<file path="src/rtl/ahb_reg_pkg.sv">
// Shared AHB-Lite encodings and FSM states for the register-file slave.
// The AHB_REG_SLAVE_RDATA_REG_EN build uses ST_RDOUT for its registered read beat.
package ahb_reg_pkg;

    typedef enum logic [1:0] {
        IDLE   = 2'b00,
        BUSY   = 2'b01,
        NONSEQ = 2'b10,
        SEQ    = 2'b11
    } htrans_e;

    localparam logic [2:0] SIZE_BYTE = 3'd0;
    localparam logic [2:0] SIZE_HALF = 3'd1;
    localparam logic [2:0] SIZE_WORD = 3'd2;

    localparam logic HRESP_OKAY  = 1'b0;
    localparam logic HRESP_ERROR = 1'b1;

    typedef enum logic [2:0] {
        ST_IDLE,
        ST_WRITE,
        ST_READ,
        ST_ERR1,
        ST_ERR2,
        ST_RDOUT
    } state_e;

endpackage

</file>
<file path="src/rtl/ahb_strobe_gen.sv">
// Byte-lane strobe and alignment check for one AHB address phase.
module ahb_strobe_gen
    import ahb_reg_pkg::*;
(
    input  logic [1:0] addr_lo,
    input  logic [2:0] hsize,
    output logic [3:0] strobe,
    output logic       misaligned
);

    always_comb begin
        strobe     = 4'b0000;
        misaligned = 1'b0;
        case (hsize)
            SIZE_BYTE: strobe = 4'b0001 << addr_lo;
            SIZE_HALF: begin
                strobe     = 4'b0011 << addr_lo;
                misaligned = addr_lo[0];
            end
            SIZE_WORD: begin
                strobe     = 4'b1111;
                misaligned = |addr_lo;
            end
            default:   misaligned = 1'b1;
        endcase
    end

endmodule

</file>
<file path="src/rtl/ahb_reg_slave.sv">
// AHB-Lite front end for a word-addressed register file.
// Define AHB_REG_SLAVE_RDATA_REG_EN for a registered, two-cycle read.
module ahb_reg_slave
    import ahb_reg_pkg::*;
#(
    parameter  int NumWords    = 64,
    localparam int OffsetWidth = $clog2(NumWords)
) (
    input  logic                   clk,
    input  logic                   reset,
    input  logic                   hsel,
    input  logic [31:0]            haddr,
    input  logic [1:0]             htrans,
    input  logic                   hwrite,
    input  logic [2:0]             hsize,
    input  logic [31:0]            hwdata,
    input  logic                   hready,
    output logic                   hreadyout,
    output logic                   hresp,
    output logic [31:0]            hrdata,
    output logic [OffsetWidth-1:0] offset,
    output logic [31:0]            wd,
    output logic [3:0]             we,
    input  logic [31:0]            rd
);

    state_e                 state_q, state_d;
    logic [OffsetWidth-1:0] offset_q, offset_d;
    logic [3:0]             strb_q, strb_d;
    logic [3:0]             strb;
    logic                   misaligned;
    logic                   sample;
    logic                   take;
    state_e                 ap_state;

    logic unused_bits;
    assign unused_bits = ^{haddr[31:OffsetWidth+2], htrans[0]};

    ahb_strobe_gen u_strobe (
        .addr_lo    (haddr[1:0]),
        .hsize      (hsize),
        .strobe     (strb),
        .misaligned (misaligned)
    );

    assign sample = hready & hsel & htrans[1];

    always_comb begin
        ap_state = ST_IDLE;
        if (misaligned) begin
            ap_state = ST_ERR1;
        end else if (hwrite) begin
            ap_state = ST_WRITE;
        end else begin
            ap_state = ST_READ;
        end
    end

    always_comb begin
        state_d   = state_q;
        offset_d  = offset_q;
        strb_d    = strb_q;
        hreadyout = 1'b1;
        hresp     = HRESP_OKAY;
        we        = 4'b0000;
        take      = 1'b0;
        case (state_q)
            ST_IDLE, ST_RDOUT: take = 1'b1;
            ST_WRITE: begin
                we   = strb_q;
                take = 1'b1;
            end
            ST_READ: begin
`ifdef AHB_REG_SLAVE_RDATA_REG_EN
                hreadyout = 1'b0;
                state_d   = ST_RDOUT;
`else
                take = 1'b1;
`endif
            end
            ST_ERR1: begin
                hreadyout = 1'b0;
                hresp     = HRESP_ERROR;
                state_d   = ST_ERR2;
            end
            ST_ERR2: begin
                hresp = HRESP_ERROR;
                take  = 1'b1;
            end
            default: state_d = ST_IDLE;
        endcase
        // Any ready data-phase beat may overlap the next address phase.
        if (take) begin
            state_d = sample ? ap_state : ST_IDLE;
            if (sample) begin
                offset_d = haddr[OffsetWidth+1:2];
                strb_d   = strb;
            end
        end
    end

    always_ff @(posedge clk or posedge reset) begin
        if (reset) begin
            state_q  <= ST_IDLE;
            offset_q <= '0;
            strb_q   <= 4'b0000;
        end else begin
            state_q  <= state_d;
            offset_q <= offset_d;
            strb_q   <= strb_d;
        end
    end

`ifdef AHB_REG_SLAVE_RDATA_REG_EN
    logic [31:0] hrdata_q, hrdata_d;

    always_comb begin
        hrdata_d = hrdata_q;
        if (state_q == ST_READ) begin
            hrdata_d = rd;
        end
    end

    always_ff @(posedge clk or posedge reset) begin
        if (reset) begin
            hrdata_q <= 32'h0;
        end else begin
            hrdata_q <= hrdata_d;
        end
    end

    assign hrdata = hrdata_q;
`else
    assign hrdata = rd;
`endif

    assign offset = offset_q;
    assign wd     = hwdata;

endmodule
</file>
<file path="config.mk">
export PLATFORM = sky130hd
export DESIGN_NAME = ahb_reg_slave
export DESIGN_NICKNAME = d
export VERILOG_FILES = /design/src/rtl/ahb_reg_pkg.sv /design/src/rtl/ahb_strobe_gen.sv /design/src/rtl/ahb_reg_slave.sv
export SDC_FILE = /design/constraint.sdc
export NUM_CORES = 1
export LEC_CHECK = 0
export ABC_AREA = 1
export CAP_MARGIN = 20
export CORE_MARGIN = 2
export CORE_UTILIZATION = 24
export DETAILED_ROUTE_END_ITERATION = 6
export PLACE_DENSITY_LB_ADDON = 0.05
export SYNTH_ARGS = -nofsm -noshare
export SYNTH_HDL_FRONTEND = slang
export SYNTH_HIERARCHICAL = 1
export SYNTH_SLANG_ARGS = --single-unit
</file>
<file path="constraint.sdc">
create_clock -name clk -period 1.1 [get_ports clk]
set_input_delay 0.275 -clock clk [delete_from_list [all_inputs] [get_ports clk]]
set_output_delay 0.275 -clock clk [all_outputs]
set_load 0.02 [all_outputs]
</file>
Word-level counts from Yosys, hierarchy flattened
Cells that the tools add are included.

Equal/unequal tests: 8. Shift-type cells: 2. Muxes and demuxes: 11. Bitwise gates (word level): 2. Reduce and logical (&&, ||, !) cells: 6.

Operators with widths (number): case mux 4 bit (3 select lines) (1); equality test 3 x 2 -> 1 bit, second input constant (3); equality test 3 x 1 -> 1 bit, second input constant (2); equality test 3 bit, second input constant (2); zero test 3 bit (2); 2-to-1 mux 3 bit (2); case mux 3 bit (2 select lines) (1); OR reduction 5 bit (1); 2-to-1 mux 2 bit (2); 2-to-1 mux 4 bit (1); OR reduction 2 bit (2); left shift 1 x 2 -> 4 bit, first input constant (1); left shift 2 x 2 -> 4 bit, first input constant (1); 2-to-1 mux 1 bit (3); case mux 1 bit (3 select lines) (1); bitwise AND 1 bit (2); inequality test 2 x 1 -> 1 bit, second input constant (1); AND reduction 2 bit (1).

Register bits after elaboration: 13. Input bits: 106. Output and inout port bits: 76. Logic and storage cells: 32.

Longest topological paths before layout
Depth in word-level cells: 5. Gate-level depth with buffers: 8. Mapped depth without buffers: 8.

Cells and area by module
Netlist, hierarchy kept.

Modules (own cells, without submodules): ahb_reg_slave (instances 1, cells each 137, area each 1114.8 µm², seq. area each 325.3 µm²); ahb_strobe_gen (instances 1, cells each 29, area each 125.1 µm², seq. area each 0.0 µm²).

Worst setup path before layout
OpenSTA, ideal clock, no wires.

Kind: reg-to-output. From: register state_q[1]. To: output port we[0]. Arrival time: 0.899 ns. Required time: 0.825 ns. Path slack: -0.074 ns. Cell stages (with the launch flop): 3. Path buffers: 0. Cell sequence: dfrtp_1 -> nand3b_1 -> nor2_1.

Longest elaborated chain between the ends: 2.

Ends and longest elaborated chain: from (decl) (RTL line ahb_reg_slave.sv:27) `state_e state_q, state_d;`; from (signal assigned) (RTL line ahb_reg_slave.sv:108) `state_q <= state_d;`; equality test 3 x 1 -> 1 bit (RTL line ahb_reg_slave.sv:67) `case (state_q)`; 2-to-1 mux 4 bit (RTL line ahb_reg_slave.sv:67); to (decl) (RTL line ahb_reg_slave.sv:23) `output logic [3:0] we,`.

No other way between the ends.

Worst setup path in the final report
Ends and elaborated chain as after synthesis.

==> flow_metrics.tcl <==
set metrics [dict create \
    cts_tree "yes" \
    rsz0062_at_grt "yes" \
    gr-usage-met1_pct 10.6 \
    synth_seq_cells 13 \
    synthCells 166 \
    finClkSkew_ns 0.00144 \
    grt_pass1_wl_mm 4.46 \
    p_leak_nw 0.728 \
    antenna_cells 0 \
    yosysUniqueCellTypes 16 \
    layout_setup_ws_ns -0.412 \
    relSlewSlack_pct 85.2 \
    muxShareOfSynthArea_pct 0 \
    wl_per_cell_um 14.0 \
    syn_area_um2 1240 \
    fin_crit_sh_pct 137 \
    use_met2_pct 15.4 \
    maxClockFrequency_ghz 0.661 \
    clock_latency_ns 0.24 \
    end_kind "output port" \
    violations "negative setup slack" \
    numCtsBuffers 3 \
    synth-simple-area-share_pct 26.7 \
    grt_max_degree 14 \
    start_util_pct 24.6 \
    synth_compound_area_share_pct 1.51 \
    pre_cts_slack_ns -0.622 \
    startpoint_type "register" \
    cts_buffer_depth 2 \
    overflow 0 \
    die_h_um 75.9 \
    hp-class "input port to async pin" \
    ant_nets 0 \
    outcome "finished, violations left" \
    busiest_layer "met2" \
    vias_per_cell 3.96 \
    syn-num-nets 272 \
    crit_fanout 3 \
    drv_cap 0 \
    yosys.area_share.adder_pct 0 \
    report.final.slew_viol_count 0 \
    grt_pass1_vias 865 \
    irDropWorstVdd_mv 0.289 \
    drc_errors 0 \
    path_clk_slew_ns 0.06 \
    cts.sinks 13 \
    worstSetupPathType "register to output port" \
    nNetsFinal 263 \
    synth_top_family_by_area "buffers and inverters" \
    grt_util_met3_pct 9.13 \
    coreArea_um2 5040 \
    dr_total_vias 895 \
    synth_seq_area_share_pct 26.2 \
    rows 26 \
    yosysWarnings 6 \
    io_buffers 28 \
    wl_mm 3.16 \
    grt_usage_pct 10.7 \
    cp.required_ns 0.82 \
    dieArea_um2 5760 \
    period_minus_slack_ns 1.51 \
    p_per_area_nw_per_um2 1010 \
    ioPinCount 182 \
    drive_gt1_share_pct 52.6 \
    firstDrtPassIters 2 \
    gp_congestion 0.748 \
    power_mw 1.50 \
    antenna_found_initial 0 \
    tightest_slew_ns 0.222 \
    finalSetupViolCount 18 \
    avgSynthCellArea_um2 7.47 \
    area_growth_pct 20.4 \
    synth_xor_area_share_pct 0 \
    die_x_um 75.9 \
    layout_common_cells "20 x buf_4, 14 x nand3_1, 14 x clkdlybuf4s50_1" \
    cts-root-buf "clkbuf_8" \
    drt_iter0_markers 10 \
    dp_hpwl_mm 2.53 \
    final_common_cell "buf_4" \
    cp.arrival_ns 1.24 \
    final_hold_viol_count 0 \
    cts_max_level 1 \
]
## final cells by class
cell class | count | area, um^2
fillers | 546 | 3550
repair buffers | 53 | 487
multi-input cells | 70 | 488
clock buffers | 4 | 45.0
well taps | 70 | 87.6
flip-flops and latches | 13 | 325
inverters | 16 | 60.1
## routing by layer
layer,wire length [um],share of wire (%),vias up
li1,-,-,422
met1,1040,33,389
met2,1350,43,64
met3,671,21,20
met4,98,3.1,0
met5,0,0,-
## cell usage after synthesis
master | count | area [um^2]
a21oi_1 | 1 | 5.00
dfrtp_1 | 13 | 325
nand4_1 | 1 | 6.26
inv_1 | 15 | 56.3
nand3_1 | 15 | 75.1
buf_2 | 1 | 5.00
nand3b_1 | 1 | 7.51
nor2_2 | 4 | 25.0
inv_2 | 1 | 3.75
o21ai_0 | 1 | 5.00
nand2_1 | 16 | 60.1
buf_6 | 1 | 11.3
nor2_1 | 12 | 45.0
nand2_2 | 18 | 113
o21ai_2 | 1 | 8.76
buf_4 | 65 | 488
## final timing paths
path	from	end	slack, ns	cells past startpoint
setup / recovery	state_q[1]$_DFF_PP0_	we[0]	-0.41	4
hold / removal	reset	offset[1]$_DFFE_PP0P_	0.32	3
setup reg to reg	state_q[0]$_DFF_PP0_	strb_q[1]$_DFFE_PP0P_	-0.16	7
hold reg to reg	offset[5]$_DFFE_PP0P_	offset[5]$_DFFE_PP0P_	0.52	2
max in group asynchronous	reset	state_q[1]$_DFF_PP0_	0.61	3
min in group clk	offset[5]$_DFFE_PP0P_	offset[5]$_DFFE_PP0P_	0.52	2
## repair_timing
action,4_1_cts,5_1_grt
buffers inserted,3,3
endpoints found under the setup margin,24,18
gates cloned,1,0
pin swaps,3,5
hold buffers,0,0
gates resized for setup,87,13
## sequential cells by signal, indices dropped and copies added (netlist names)
name     flops
offset       6
strb_q       4
state_q      3
## per-stage QoR
stage                     cells  util (%)  hold slack (ns)  instance area, um^2  TNS (ns)
final                       226      29.6            0.324                 1490     -3.69
after floorplan             166         -            0.152                 1250    -0.250
after global placement      217      25.4            0.461                 1280     -7.65
after CTS                   225      28.6            0.329                 1440     -3.44
after detailed placement    217      25.4            0.469                 1280     -7.60
after global routing        226      29.6            0.390                 1490     -4.73
## critical path, stage by stage (launching register included)
cell	delay, ns
dfrtp_1	0.37
nand3b_1	0.26
buf_6	0.19
nor2_4	0.07
buf_6	0.11
## power by group
part / internal [mW] / switching, mW
Combinational: 0.260 / 0.254
Sequential: 0.536 / 0.0302
Clock: 0.256 / 0.169
Total: 1.05 / 0.453
## cell families after synthesis
| group | Yosys count |
|---|---|
| buffers and inverters | 83 |
| and+or+nand+nor | 67 |
| DFF | 13 |
| AOI/OAI and AO/OA | 3 |
(Power assumes the default switching activity.)
